**src/rtl/mdu_iter.sv**
```systemverilog
// Iterative RV32M multiply/divide unit: shift-add multiply, restoring divide, one bit per clock.
// Divider datapath is present only when MDU_DIV_EN is defined; otherwise ops 4-7 return 0 on the fast path.
module mdu_iter #(
  parameter int unsigned XLEN = 32
) (
  input  logic            clk,
  input  logic            rst,
  input  logic            start_i,
  input  logic [2:0]      op_i,
  input  logic [XLEN-1:0] a_i,
  input  logic [XLEN-1:0] b_i,
  input  logic [4:0]      rd_i,
  input  logic            flush_i,
  output logic            busy_o,
  output logic            valid_o,
  output logic [XLEN-1:0] result_o,
  output logic [4:0]      rd_o
);
  localparam int unsigned CW = $clog2(XLEN);

  typedef enum logic [1:0] {IDLE, CALC, DONE} state_e;
  typedef enum logic [2:0] {
    OP_MUL, OP_MULH, OP_MULHSU, OP_MULHU, OP_DIV, OP_DIVU, OP_REM, OP_REMU
  } op_e;

  state_e            state_q, state_d;
  op_e               op_q, op_d, op_in;
  logic [CW-1:0]     count_q, count_d;
  logic [4:0]        rd_q, rd_d, rdo_q, rdo_d;
  logic              neg_q, neg_d;
  logic [XLEN-1:0]   opd_q, opd_d;
  logic [2*XLEN-1:0] acc_q, acc_d;
  logic [XLEN-1:0]   res_q, res_d;

  logic              signed_a, signed_b, a_neg, b_neg;
  logic [XLEN-1:0]   a_mag, b_mag;
  logic [XLEN:0]     mul_sum;
  logic [2*XLEN-1:0] mul_next, acc_next, prod;
  logic [XLEN-1:0]   fix_res;
`ifdef MDU_DIV_EN
  localparam logic [XLEN-1:0] MIN_NEG = {1'b1, {(XLEN-1){1'b0}}};
  logic [XLEN:0]     div_rs;
  logic [XLEN-1:0]   div_diff, div_val;
  logic              div_ge;
  logic [2*XLEN-1:0] div_next;
`endif

  assign op_in = op_e'(op_i);

  always_comb begin
    if (op_i[2]) begin
      signed_a = !op_i[0];
      signed_b = !op_i[0];
    end else begin
      signed_a = (op_in != OP_MULHU);
      signed_b = !op_i[1];
    end
    a_neg = signed_a & a_i[XLEN-1];
    b_neg = signed_b & b_i[XLEN-1];
    a_mag = a_neg ? -a_i : a_i;
    b_mag = b_neg ? -b_i : b_i;
  end

  // acc holds {hi product, multiplier} for multiply and {remainder, quotient} for divide
  always_comb begin
    mul_sum  = {1'b0, acc_q[2*XLEN-1:XLEN]} + (acc_q[0] ? {1'b0, opd_q} : '0);
    mul_next = {mul_sum, acc_q[XLEN-1:1]};
    acc_next = mul_next;
    prod     = neg_q ? -acc_next : acc_next;
    fix_res  = (op_q == OP_MUL) ? prod[XLEN-1:0] : prod[2*XLEN-1:XLEN];
`ifdef MDU_DIV_EN
    div_rs   = {acc_q[2*XLEN-1:XLEN], acc_q[XLEN-1]};
    div_diff = div_rs[XLEN-1:0] - opd_q;
    div_ge   = (div_rs >= {1'b0, opd_q});
    div_next = div_ge ? {div_diff, acc_q[XLEN-2:0], 1'b1}
                      : {div_rs[XLEN-1:0], acc_q[XLEN-2:0], 1'b0};
    if (op_q[2]) begin
      acc_next = div_next;
      div_val  = op_q[1] ? acc_next[2*XLEN-1:XLEN] : acc_next[XLEN-1:0];
      fix_res  = neg_q ? -div_val : div_val;
    end else begin
      div_val  = '0;
    end
`endif
  end

  always_comb begin
    state_d = state_q;
    op_d    = op_q;
    count_d = count_q;
    rd_d    = rd_q;
    rdo_d   = rdo_q;
    neg_d   = neg_q;
    opd_d   = opd_q;
    acc_d   = acc_q;
    res_d   = res_q;
    if (flush_i) begin
      state_d = IDLE;
      count_d = '0;
    end else begin
      unique case (state_q)
        IDLE: if (start_i) begin
          op_d    = op_in;
          rd_d    = rd_i;
          count_d = '0;
          if (op_i[2]) begin
`ifdef MDU_DIV_EN
            if (b_i == '0) begin
              state_d = DONE;
              rdo_d   = rd_i;
              res_d   = op_i[1] ? a_i : '1;
            end else if (!op_i[0] && a_i == MIN_NEG && b_i == '1) begin
              state_d = DONE;
              rdo_d   = rd_i;
              res_d   = op_i[1] ? '0 : MIN_NEG;
            end else begin
              state_d = CALC;
              acc_d   = {{XLEN{1'b0}}, a_mag};
              opd_d   = b_mag;
              neg_d   = op_i[1] ? a_neg : (a_neg ^ b_neg);
            end
`else
            state_d = DONE;
            rdo_d   = rd_i;
            res_d   = '0;
`endif
          end else begin
            state_d = CALC;
            acc_d   = {{XLEN{1'b0}}, b_mag};
            opd_d   = a_mag;
            neg_d   = a_neg ^ b_neg;
          end
        end
        CALC: begin
          acc_d   = acc_next;
          count_d = count_q + CW'(1);
          if (count_q == '1) begin
            state_d = DONE;
            count_d = '0;
            res_d   = fix_res;
            rdo_d   = rd_q;
          end
        end
        DONE:    state_d = IDLE;
        default: state_d = IDLE;
      endcase
    end
  end

  always_ff @(posedge clk or negedge rst) begin
    if (!rst) begin
      state_q <= IDLE;
      op_q    <= OP_MUL;
      count_q <= '0;
      rd_q    <= '0;
      rdo_q   <= '0;
      neg_q   <= 1'b0;
      opd_q   <= '0;
      acc_q   <= '0;
      res_q   <= '0;
    end else begin
      state_q <= state_d;
      op_q    <= op_d;
      count_q <= count_d;
      rd_q    <= rd_d;
      rdo_q   <= rdo_d;
      neg_q   <= neg_d;
      opd_q   <= opd_d;
      acc_q   <= acc_d;
      res_q   <= res_d;
    end
  end

  assign busy_o   = (state_q != IDLE);
  assign valid_o  = (state_q == DONE);
  assign result_o = res_q;
  assign rd_o     = rdo_q;
endmodule

```
**config.mk**
```make
export PLATFORM = sky130hd
export DESIGN_NAME = mdu_iter
export DESIGN_NICKNAME = d
export VERILOG_FILES = /design/src/rtl/mdu_iter.sv
export SDC_FILE = /design/constraint.sdc
export NUM_CORES = 1
export LEC_CHECK = 0
export CAP_MARGIN = 25
export CORE_MARGIN = 8
export CORE_UTILIZATION = 45
export CTS_BUF_LIST = sky130_fd_sc_hd__clkbuf_8
export DETAILED_ROUTE_END_ITERATION = 16
export HOLD_SLACK_MARGIN = 0.03
export PLACE_DENSITY_LB_ADDON = 0.3
export SLEW_MARGIN = 0
export SYNTH_ARGS = -nofsm -noshare
export SYNTH_HDL_FRONTEND = slang
export SYNTH_SLANG_ARGS = --single-unit
```
**constraint.sdc**
```tcl
create_clock -name clk -period 3.9 [get_ports clk]
set_input_delay 0.585 -clock clk [delete_from_list [all_inputs] [get_ports clk]]
set_output_delay 0.585 -clock clk [all_outputs]
set_load 0.05 [all_outputs]
```
# Word-level counts from Yosys, hierarchy flattened
# Index checks and enable logic that the tools add are counted.
[op_classes] reduce_logical=13 muxes=27 n_eq_ne=10 n_addsub=5 bitwise_logic=5
[op_table] cell="2-to-1 mux 32 bit" n=7
[op_table] cell="2-to-1 mux 64 bit" n=3
[op_table] cell="case mux 64 bit (2 select lines)" n=1
[op_table] cell="negation 32 bit" n=2
[op_table] cell="negation 64 bit" n=1
[op_table] cell="case mux 32 bit (2 select lines)" n=1
[op_table] cell="adder 32 x 32 -> 33 bit" n=1
[op_table] cell="2-to-1 mux 5 bit" n=6
[op_table] cell="case mux 5 bit (2 select lines)" n=2
[op_table] cell="2-to-1 mux 2 bit" n=4
[op_table] cell="!= test 2 bit (second input constant)" n=4
[op_table] cell="AND reduction 4 bit" n=2
[op_table] cell="!= test 3 bit (second input constant)" n=2
[op_table] cell="adder 5 x 1 -> 5 bit (second input constant)" n=1
[op_table] cell="== test 5 bit (second input constant)" n=1
[op_table] cell="AND reduction 5 bit" n=1
[op_table] cell="case mux 2 bit (2 select lines)" n=1
[op_table] cell="AND reduction 2 bit" n=2
[op_table] cell="nonzero test 2 bit" n=2
[op_table] cell="zero test 3 bit" n=1
[op_table] cell="!= test 3 x 2 -> 1 bit (second input constant)" n=1
[op_table] cell="AND reduction 3 bit" n=1
[op_table] cell="nonzero test 3 bit" n=1
[op_table] cell="AND 1 bit" n=2
[op_table] cell="7 further kinds" n=10
[totals] register_bits=149 output_inout_bits=39 word_cells=69

# Longest topological paths before layout
# Gate-level depths: netlist (run 1).
[logic_depth] word_depth=7 mapped_depth=15 mapped_depth_nobuf=13

# Worst setup path after synthesis (run 1)
# No wires, ideal clock.
[synth_path] kind="reg-to-reg" start="reg acc_q[0]" end="reg res_q[29], in the netlist result_o[29]" t_required_ps=3771 path_stages_with_launch=15 n_path_buf=1 arrival_ps=3833 path_slack_ps=-62 synth_period_minus_slack_ps=3962 cell_sequence="dfrtp_1 -> clkbuf_1 -> and2_1 -> ha_1 -> fa_1 -> a21o_1 -> a221o_1 -> o311ai_0 -> o22ai_1 -> a2111oi_4 -> and3_1 -> nand3_1 -> o41ai_2 -> xor2_1 -> o21ai_1"
[synth_via] elab_chain_cells=7
[synth_lines] element="start: declaration" line_no="32" source="logic [2*XLEN-1:0] acc_q, acc_d;"
[synth_lines] element="start signal: assignment" line_no="159" source="acc_q <= '0;"
[synth_lines] element="start signal: assignment" line_no="169" source="acc_q <= acc_d;"
[synth_lines] element="2-to-1 mux 32 bit (*)" line_no="66" source="mul_sum = {1'b0, acc_q[2*XLEN-1:XLEN]} + (acc_q[0] ? {1'b0, opd_q} : '0);"
[synth_lines] element="adder 32 x 32 -> 33 bit (*)" line_no="66"
[synth_lines] element="negation 64 bit" line_no="69" source="prod = neg_q ? -acc_next : acc_next;"
[synth_lines] element="2-to-1 mux 64 bit (*)" line_no="69"
[synth_lines] element="2-to-1 mux 32 bit (*)" line_no="70" source="fix_res = (op_q == OP_MUL) ? prod[XLEN-1:0] : prod[2*XLEN-1:XLEN];"
[synth_lines] element="2-to-1 mux 32 bit (*)" line_no="137" source="if (count_q == '1) begin"
[synth_lines] element="case mux 32 bit (2 select lines) (*)" line_no="101" source="unique case (state_q)"
[synth_lines] element="end signal: assignment" line_no="170" source="res_q <= res_d;"
[synth_lines] element="end: declaration" line_no="33" source="logic [XLEN-1:0] res_q, res_d;"
# Mark *: on every way between the ends. The rest lies on a longest branch, timed or not. The select of a mux whose other input is x is not followed.
# A chain may end at the register's enable or synchronous reset.

# Worst setup path after layout (run 1)
[layout_path] start="reg acc_q[0]" end="reg res_q[27], in the netlist result_o[27]"
# The elaborated chain is that of the path after synthesis.

==> results of run 1 <==
-- sequential cells by signal (all words and copies together) (netlist names) --
| register | cells |
|---|---|
| acc_q | 64 |
| count_q | 5 |
| neg_q | 1 |
| op_q | 3 |
| opd_q | 32 |
| rd_o | 5 |
| rd_q | 5 |
| result_o | 32 |
| state_q | 2 |
-- routing by layer --
layer	GRT usage [%]	vias to the layer above
met2	36.7	261
met3	3.44	45
met5	0	-
met1	29.0	5097
li1	-	5169
met4	6.81	0
-- worst max path at each step --
stage	startpoint	endpoint	slack, ps	depth (start not counted)
5_1_grt	acc_q[0]	result_o[29]	-150	15
2_1_floorplan	acc_q[0]	result_o[31]	-5	14
4_1_cts	acc_q[0]	result_o[29]	4	14
6_report	acc_q[0]	result_o[27]	-3	14
3_5_place_dp	acc_q[0]	result_o[31]	-80	14
3_3_place_gp	acc_q[0]	result_o[31]	6	14
-- metrics by stage --
stage          cells  hold WS, ps  TNS, ps  setup WS, ps  total power [mW]
2_1_floorplan   1318          289    -5.22         -5.22              3.64
3_3_place_gp    1801          451        0          6.08              4.58
3_5_place_dp    1802          465     -145         -82.4              4.62
4_1_cts         1835          149        0          3.74              5.95
5_1_grt         1849          165     -765          -149              6.57
6_report        1849          112    -4.01         -3.47              6.19
-- critical path: stages (launching register included) --
cell and delay (ps):
dfrtp_2 460, buf_4 170, and2_1 140, ha_1 280, and3_1 210, a221o_2 440, a221oi_4 330, buf_6 160
o211a_1 150, nor3_2 70, nor3_2 210, or4b_4 520, o41ai_4 340, xor2_1 180, o21ai_0 90
-- where the power goes --
part / total, mW / switching, mW / internal, mW
Combinational: 2.83 / 1.53 / 1.30
Clock: 1.30 / 0.750 / 0.546
Sequential: 2.07 / 0.273 / 1.79
Total: 6.19 / 2.55 / 3.64
-- cell usage after synthesis, types with 4 or more instances --
library cell,instances,area (sq um)
a211oi_1,8,60.1
a21boi_0,4,30.0
nand4_1,7,43.8
or4_1,18,135
and3_1,8,50.1
nor2b_1,5,31.3
a22oi_1,20,150
o41ai_1,12,105
o211ai_1,7,52.6
or2_2,7,43.8
and2_1,43,269
nand2b_1,8,50.1
xor2_1,63,552
xnor2_1,72,631
a22o_1,30,263
or3_1,16,100
o31ai_1,28,210
inv_1,20,75.1
o21ai_0,173,866
a31oi_1,11,68.8
ha_1,37,463
mux2_2,8,90.1
clkbuf_1,63,236
mux2i_1,9,90.1
nor4_1,7,43.8
and4_1,5,43.8
nand2_1,173,649
a21oi_1,110,551
dfrtp_1,149,3730
nor2_1,83,312
o22ai_1,4,25.0
nand3_1,11,55.1
nor3_1,23,115
a21o_1,12,90.1
-- layout make-up --
cell class / instances / area, sq um / area share (%)
Multi-Input combinational cell: 1082 / 7290 / 51.8
Sequential cell: 149 / 3730 / 26.5
Timing Repair Buffer: 242 / 2140 / 15.3
Tap cell: 324 / 405 / 2.88
Clock buffer: 17 / 234 / 1.66
Clock inverter: 15 / 181 / 1.29
Inverter: 20 / 75.1 / 0.534
-- cell families after synthesis --
family          count (synthesis)
simple gates                  431
fa+ha+maj                      38
buf+inv                        87
mux                            17
xor+xnor                      135
compound gates                461
flops                         149
-- repair_timing --
action / CTS / global route
buffers inserted: 1 / 13
setup endpoints to repair: 6 / 15
cloned: 0 / 1
pin swaps: 5 / 31
gates resized for setup: 14 / 74
==> summary.md, run 1 <==
| Metric | Value |
|---|---|
| Result of the run | finished with violations |
| Violations in the final reports | setup timing |
| Vias in the first global route | 10000 |
| Floorplan core area | 24000 sq um |
| Setup repair after global routing missed its margin | true |
| Largest net degree at the start of global routing | 99 |
| Non-Filler Cell Area, Final | 14100 sq um |
| Half-perimeter wire length after placement | 24.8 mm |
| Register bit count reported by yosys | 149 |
| Synth Area in Compound Gates | 26.5% |
| Total nets after synthesis | 1432 |
| Num CTS Buffers | 17 |
| First-pass iteration count of the detailed router | 8 |
| Number of placement rows | 57 |
| Average instance area after synthesis | 8.26 sq um |
| Die extent in x | 172 um |
| Relative slew slack | 39.9% |
| Max Clock Skew | 16.9 ps |
| Buffers added on ports | 114 |
| Worst Max-Slew Pin Slew | 901 ps |
| GRT Overall Usage | 22.0% |
| Setup violation total in the final timing report | 2 |
| Maximum fanout count along the critical path | 7 |
| Highest routing layer actually used | met4 |
| Growth of design area from synthesis to finish | 29.1% |
| Routed wirelength normalized by instance count | 17.7 um |
| Worst R2R Path Depth | 14 |
| Minimum period implied by the final worst setup slack | 3900 ps |
| Part of the cycle the worst path needs | 100% |
| CTS tree | built |
| Sort of element at the end of the critical path | flop |
| Number of H-tree levels | 4 |
| Count of synthesis-stage warnings from yosys | 0 |
| Met2 wire length | 16.1 mm |
| Count of final hold-check violations | 0 |
| Ratio of cells with drive above 1 in the final layout | 16.5% |
| Number of synthesized flops with an enable pin | 0 |
| Die extent in y | 172 um |
| Mapped cell area | 10900 sq um |
| Top library cells by usage in the layout, fill and taps aside | nand2_1, o21ai_0, dfrtp_1 |
| Met3 wire len | 1.39 mm |
| Wire length the detailed router placed on met1 | 14.6 mm |
| Final core area utilization | 58.5% |
| Worst R2R Start | acc_q[0] |
| Antenna violations before repair | 0 |
| Worst Hold Class | in -> async |
| Power density over the cells | 440 nW/um^2 |
| Num ports | 115 |
| Clock insertion delay at the later pin of the skew report | 500 ps |
| CP Data Required Time | 4260 ps |
| Post-Route WL | 32.8 mm |
| FFs w/ async S/R, synth | 100% |
| Synthesized instance count | 1318 |
| Die Outline Area | 29400 sq um |
| Leading register cell type out of synthesis | dfrtp_1 |
| Count of vias placed by the detailed router | 10600 |
| Worst-case setup margin in the final layout | -3.47 ps |
| Total inserted antenna cells | 0 |
| First-pass GRT wire length | 51.8 mm |
| Total gr overflow | 0 |
| Routed vias/inst | 5.72 |
| Root buffer cell | clkbuf_8 |
| Starting Density | 45.3% |
| DRC Markers | 0 |
| Filler Cell Count | 2198 |
| Clock slew seen by the registers of the worst setup and hold paths | 100 ps |
| # nets final | 1626 |
| Post-synthesis adder-cell area fraction | 4.44% |
| Max-cap check violation count | 0 |
| Most common cell after layout, fill and taps aside | nand2_1 |
| Portion of the post-synthesis area used by sequential elements | 34.2% |
| Startpoint types | flop |
| Dominant combinational cell family by area after synthesis | compound AO/OA/AOI/OAI gates |
| Max IR drop VDD | 259 uV |
| Number of DRC markers in iteration 0 | 866 |
| Register-to-register path setup slack | -3 ps |
| Number of library cell types mapped by synthesis | 73 |
| Antenna-violating nets left | 0 |
| Timing-limited maximum frequency | 256 MHz |
| Clock Sink Count | 149 |
| Critical path class | reg -> reg |
| Standby leakage power | 6.04 nW |
| R2r endpoint | result_o[27] |
| Cell area after placement | 13100 sq um |
| Mux cell area share after synthesis | 1.65% |
| Signal arrival time at the worst endpoint | 4260 ps |
| Final weighted congestion of routability-driven global placement | 0.901 |
| Clock Path Buffers | 2 |
| Total of hold buffers inserted after clock tree synthesis | 0 |
| Final number of max-transition violations | 0 |
| Share of the synthesized netlist area taken by xor and xnor gates | 10.9% |
| Share of synthesized cell area in and, or, nand and nor gates | 19.2% |
Power figures use the tool's default switching activity.
==> run 2: changes to the inputs <==
--- a/config.mk
+++ b/config.mk
@@ -6,12 +6,12 @@
 export NUM_CORES = 1
 export LEC_CHECK = 0
 export CAP_MARGIN = 25
-export CORE_MARGIN = 8
-export CORE_UTILIZATION = 45
+export CORE_UTILIZATION = 25
 export CTS_BUF_LIST = sky130_fd_sc_hd__clkbuf_8
 export DETAILED_ROUTE_END_ITERATION = 16
 export HOLD_SLACK_MARGIN = 0.03
 export PLACE_DENSITY_LB_ADDON = 0.3
+export SKIP_CTS_REPAIR_TIMING = 1
 export SLEW_MARGIN = 0
 export SYNTH_ARGS = -nofsm -noshare
 export SYNTH_HDL_FRONTEND = slang
==> summary.md, run 2 (same netlist as run 1, synthesis figures left out) <==
| Metric | Value |
|---|---|
| Met3 wire len | 1.41 mm |
| Signal arrival time at the worst endpoint | 4240 ps |
| Result of the run | finished clean |
| Power density over the cells | 425 nW/um^2 |
| Clock Sink Count | 149 |
| Register name with the most flops | acc_q |
| Routed wirelength normalized by instance count | 16.9 um |
| Destination of the worst hold path | opd_q[29] |
| Worst Hold Class | reg -> reg |
| Die Outline Area | 44400 sq um |
| Post-Route WL | 36.3 mm |
| Post-Place Cells | 2104 |
| CP dominant cell by count | buf_4 |
| Part of the cycle the worst path needs | 99.5% |
| Worst Max-Slew Pin Slew | 926 ps |
| Die extent in y | 211 um |
| Growth of design area from synthesis to finish | 33.1% |
| Antenna violations before repair | 0 |
| Setup repair after global routing missed its margin | true |
| Max-cap check violation count | 0 |
| Starting Density | 25.3% |
| Count of final hold-check violations | 0 |
| Number of placement rows | 76 |
| Total gr overflow | 0 |
| Critical path's largest stage delay | 510 ps |
| Die extent in x | 211 um |
| Buffers added on ports | 114 |
| Most common cell after layout, fill and taps aside | nand2_1 |
| Largest net degree at the start of global routing | 99 |
| Antenna-violating nets left | 0 |
| Final weighted congestion of routability-driven global placement | 0.881 |
| Timing-limited maximum frequency | 258 MHz |
| Highest routing layer actually used | met4 |
| Cells on Worst Hold Path | 2 |
| Clock insertion delay at the later pin of the skew report | 490 ps |
| Count of vias placed by the detailed router | 10700 |
| Max IR drop VDD | 255 uV |
| Standby leakage power | 6.18 nW |
| Sort of element at the end of the critical path | flop |
| Maximum fanout count along the critical path | 7 |
| Minimum period implied by the final worst setup slack | 3880 ps |
| Number of DRC markers in iteration 0 | 765 |
| CTS tree | built |
| Num ports | 115 |
| Max Clock Skew | 15.2 ps |
| Cell Chain, Critical Path | buf_4 -> and2_1 -> ha_1 -> buf_4 -> o21a_1 -> o211ai_1 -> a2bb2oi_2 -> buf_4 -> o211ai_1 -> xor2_2 -> nor3_2 -> or4b_4 -> buf_4 -> o41ai_4 -> xor2_1 -> o21ai_1 |
| Library cell contributing the largest single delay on the critical path | or4b_4 |
| Final core area utilization | 33.7% |
| Critical path class | reg -> reg |
| Worst R2R Path Depth | 16 |
| Number of H-tree levels | 4 |
| First-pass GRT wire length | 56.4 mm |
| Startpoint types | flop |
| Met2 wire length | 18.1 mm |
| Relative slew slack | 38.3% |
| DRC Markers | 0 |
| Tot Pwr | 6.16 mW |
| Number of flip-flops in the largest register | 64 |
| Post-Layout Cell Count | 2143 |
| Total inserted antenna cells | 0 |
| Register-to-register path setup slack | 20 ps |
| Register area | 3730 sq um |
| Filler Cell Count | 4552 |
| Root buffer cell | clkbuf_8 |
| Final number of max-transition violations | 0 |
| Worst R2R Start | acc_q[0] |
| Half-perimeter wire length after placement | 28.2 mm |
| Ratio of cells with drive above 1 in the final layout | 17.2% |
| Setup violation total in the final timing report | 0 |
| CP Data Required Time | 4260 ps |
| Num CTS Buffers | 17 |
| Total negative slack for setup checks | 0 ps |
| Source of the worst hold timing path | opd_q[29] |
| Non-Filler Cell Area, Final | 14500 sq um |
| Floorplan core area | 43000 sq um |
| # nets final | 1659 |
| Area of the multi-input gates | 7150 sq um |
| GRT Overall Usage | 16.3% |
| Wire length the detailed router placed on met1 | 15.9 mm |
| Cell area after placement | 13700 sq um |
| Top library cells by usage in the layout, fill and taps aside | nand2_1, o21ai_0, buf_4 |
| Clock Path Buffers | 2 |
| Routed vias/inst | 4.98 |
| R2r endpoint | result_o[29] |
| Vias in the first global route | 10400 |
| First-pass iteration count of the detailed router | 5 |
| Clock slew seen by the registers of the worst setup and hold paths | 90 ps |
run 2: worst max path at each step:
| stage | start | to | slack (ps) | depth (start not counted) |
|---|---|---|---|---|
| after global routing | acc_q[0] | result_o[29] | -150 | 14 |
| after global placement | acc_q[0] | result_o[31] | -130 | 15 |
| final | acc_q[0] | result_o[29] | 20 | 16 |
| after floorplan | acc_q[0] | result_o[31] | -5 | 14 |
| after detailed placement | acc_q[0] | result_o[27] | -130 | 14 |
| after CTS | acc_q[0] | result_o[27] | -160 | 15 |
run 2: through the flow:
| stage | hold slack, ps | setup slack (ps) |
|---|---|---|
| 4_1_cts | -38.3 | -161 |
| 2_1_floorplan | 289 | -5.22 |
| 3_3_place_gp | 460 | -133 |
| 5_1_grt | 508 | -152 |
| 6_report | 475 | 20.0 |
| 3_5_place_dp | 464 | -133 |
run 2: cell type report:
cell class                      count  area share, %
Tap cell                          585           5.05
Sequential cell                   149           25.7
Clock inverter                     11          0.691
Inverter                           20          0.518
Clock buffer                       21           1.99
Multi-Input combinational cell   1082           49.4
Timing Repair Buffer              275           16.6
run 2: worst max-delay path: cells and delay by family, from the launching register on:
family / cells / cell delay [ps]
AO/OA/AOI/OAI: 6 / 1110
AND/OR/NAND/NOR: 3 / 850
buffers and inverters: 4 / 660
XOR/XNOR: 2 / 440
flip-flops: 1 / 420
adder cells (fa/ha/maj): 1 / 290
run 2: per-layer routing:
layer	up-vias	track usage (%)
li1	5228	-
met1	5163	20.7
met2	246	28.2
met3	40	2.27
met4	0	5.30
met5	-	0
run 2: where the power goes:
part / leakage [nW] / switching (mW) / internal, mW / total, mW
Clock: 0.186 / 0.663 / 0.571 / 1.23
Combinational: 4.04 / 1.52 / 1.34 / 2.86
Sequential: 1.96 / 0.283 / 1.79 / 2.07
==> run 3: changes to the inputs <==
--- a/config.mk
+++ b/config.mk
@@ -5,7 +5,7 @@
 export SDC_FILE = /design/constraint.sdc
 export NUM_CORES = 1
 export LEC_CHECK = 0
-export CAP_MARGIN = 25
+export CAP_MARGIN = 20
 export CORE_UTILIZATION = 25
 export CTS_BUF_LIST = sky130_fd_sc_hd__clkbuf_8
 export DETAILED_ROUTE_END_ITERATION = 16
==> summary.md, run 3 (same netlist as run 1, synthesis figures left out) <==
| Metric | Value |
|---|---|
| Num ports | 115 |
| Critical path's largest stage delay | 510 ps |
| Buffers added on ports | 114 |
| First-pass iteration count of the detailed router | 5 |
| Result of the run | finished with violations |
| Count of final hold-check violations | 0 |
| Vias in the first global route | 10300 |
| Growth of design area from synthesis to finish | 34.7% |
| Max-cap check violation count | 0 |
| Highest routing layer actually used | met4 |
| Filler Cell Count | 4562 |
| DRC Markers | 0 |
| Routed vias/inst | 4.94 |
| Worst Max-Slew Pin Slew | 927 ps |
| Worst R2R Path Depth | 16 |
| Die Outline Area | 44400 sq um |
| Num CTS Buffers | 17 |
| Total gr overflow | 0 |
| Cell Chain, Critical Path | buf_4 -> and2_4 -> ha_4 -> a211o_1 -> a211oi_2 -> buf_4 -> a2bb2oi_2 -> buf_4 -> o211ai_1 -> xor2_2 -> nor3_2 -> or4b_4 -> buf_6 -> o41ai_4 -> xor2_1 -> o21ai_1 |
| Violations in the final reports | setup timing |
| Clock Sink Count | 149 |
| Final weighted congestion of routability-driven global placement | 0.881 |
| Library cell contributing the largest single delay on the critical path | or4b_4 |
| Final number of max-transition violations | 0 |
| Standby leakage power | 6.21 nW |
| Setup repair after global routing missed its margin | true |
| GRT Overall Usage | 16.3% |
| Startpoint types | flop |
| Total negative slack for setup checks | -2.81 ps |
| Root buffer cell | clkbuf_8 |
| CP dominant cell by count | buf_4 |
| Max IR drop VDD | 258 uV |
| Total inserted antenna cells | 0 |
| Power density over the cells | 427 nW/um^2 |
| Die extent in x | 211 um |
| Clock insertion delay at the later pin of the skew report | 490 ps |
| CTS tree | built |
| Minimum period implied by the final worst setup slack | 3900 ps |
| Setup violation total in the final timing report | 1 |
| Routed wirelength normalized by instance count | 17.0 um |
| Clock slew seen by the registers of the worst setup and hold paths | 90 ps |
| First-pass GRT wire length | 56.5 mm |
| Count of vias placed by the detailed router | 10600 |
| Cells on Worst Hold Path | 2 |
| Register name with the most flops | acc_q |
| Antenna violations before repair | 0 |
| Timing-limited maximum frequency | 256 MHz |
| Source of the worst hold timing path | opd_q[29] |
| # nets final | 1663 |
| Tot Pwr | 6.26 mW |
| Worst Hold Class | reg -> reg |
| Signal arrival time at the worst endpoint | 4270 ps |
| Sort of element at the end of the critical path | flop |
| Floorplan core area | 43000 sq um |
| Max Clock Skew | 16.1 ps |
| Clock Path Buffers | 2 |
| Number of placement rows | 76 |
| Worst R2R Start | acc_q[0] |
| Antenna-violating nets left | 0 |
| Ratio of cells with drive above 1 in the final layout | 18.1% |
| Part of the cycle the worst path needs | 100% |
| Most common cell after layout, fill and taps aside | nand2_1 |
| Met3 wire len | 1.07 mm |
| Number of flip-flops in the largest register | 64 |
| CP Data Required Time | 4260 ps |
| Wire length the detailed router placed on met1 | 16.3 mm |
| Relative slew slack | 38.2% |
| Largest net degree at the start of global routing | 112 |
| Number of H-tree levels | 4 |
| Starting Density | 25.3% |
| Half-perimeter wire length after placement | 28.1 mm |
| Met2 wire length | 18.4 mm |
| Number of DRC markers in iteration 0 | 649 |
| Maximum fanout count along the critical path | 4 |
| Critical path class | reg -> reg |
| Top library cells by usage in the layout, fill and taps aside | nand2_1, o21ai_0, buf_4 |
| Die extent in y | 211 um |
| Post-Route WL | 36.4 mm |
| Worst setup path startpoint | acc_q[0] |
| Worst-case setup margin in the final layout | -2.81 ps |
-- run 3: changes by cell type in the layout (fill, tap and decap cells not counted), moves of 2 or more --
cell	previous run	this run
a211oi_2	3	5
o21ai_0	163	166
nor3_1	19	21
buf_6	3	6
ha_1	28	23
ha_4	8	13
a211oi_1	5	3
o21ai_1	9	6
nor3_2	3	1
-- run 3: final cells by class --
type / count / area [sq um] / area share (%)
multi-input combinational: 1082 / 7270 / 49.6
sequential: 149 / 3730 / 25.4
timing repair buffer: 279 / 2460 / 16.8
tap: 585 / 732 / 4.99
clock buffer: 22 / 303 / 2.06
clock inverter: 10 / 95.1 / 0.648
inverter: 20 / 75.1 / 0.512
-- run 3: worst paths after layout --
kind                                     end  slack, ps
worst max-delay path            result_o[29]         -3
worst min-delay path               opd_q[29]        480
worst max register to register  result_o[29]         -3
worst min register to register     opd_q[29]        480
max in group asynchronous          acc_q[52]       2330
min in group asynchronous           opd_q[6]        540
-- run 3: layer usage --
| metal | vias to the layer above | track usage [%] |
|---|---|---|
| met4 | 0 | 4.72 |
| met3 | 33 | 2.33 |
| met1 | 5171 | 20.6 |
| met5 | - | 0 |
| li1 | 5249 | - |
| met2 | 163 | 28.5 |
-- run 3: power breakdown --
part / leakage (nW) / switching, mW / internal (mW) / total (mW)
clock network: 0.190 / 0.647 / 0.589 / 1.24
logic: 4.06 / 1.56 / 1.39 / 2.94
registers: 1.96 / 0.286 / 1.79 / 2.08
-- run 3: critical path, delay by kind of cell, from the launching register on --
kind                       cells  cell delay [ps]
adders and majority gates      1              230
xor gates and xnor gates       2              440
DFF                            1              420
and+or+nand+nor                3              890
AOI/OAI and AO/OA              6             1180
buffers and inverters          4              610
-- run 3: metrics by stage --
stage	std cells	hold WS (ps)	utilization (%)	area, sq um	worst slack, ps
2_1_floorplan	1318	289	-	10900	-5.22
3_3_place_gp	2102	460	31.9	13700	-133
3_5_place_dp	2103	465	31.9	13700	-130
4_1_cts	2135	277	32.8	14100	-146
5_1_grt	2147	506	34.1	14700	-129
6_report	2147	479	34.1	14700	-2.81
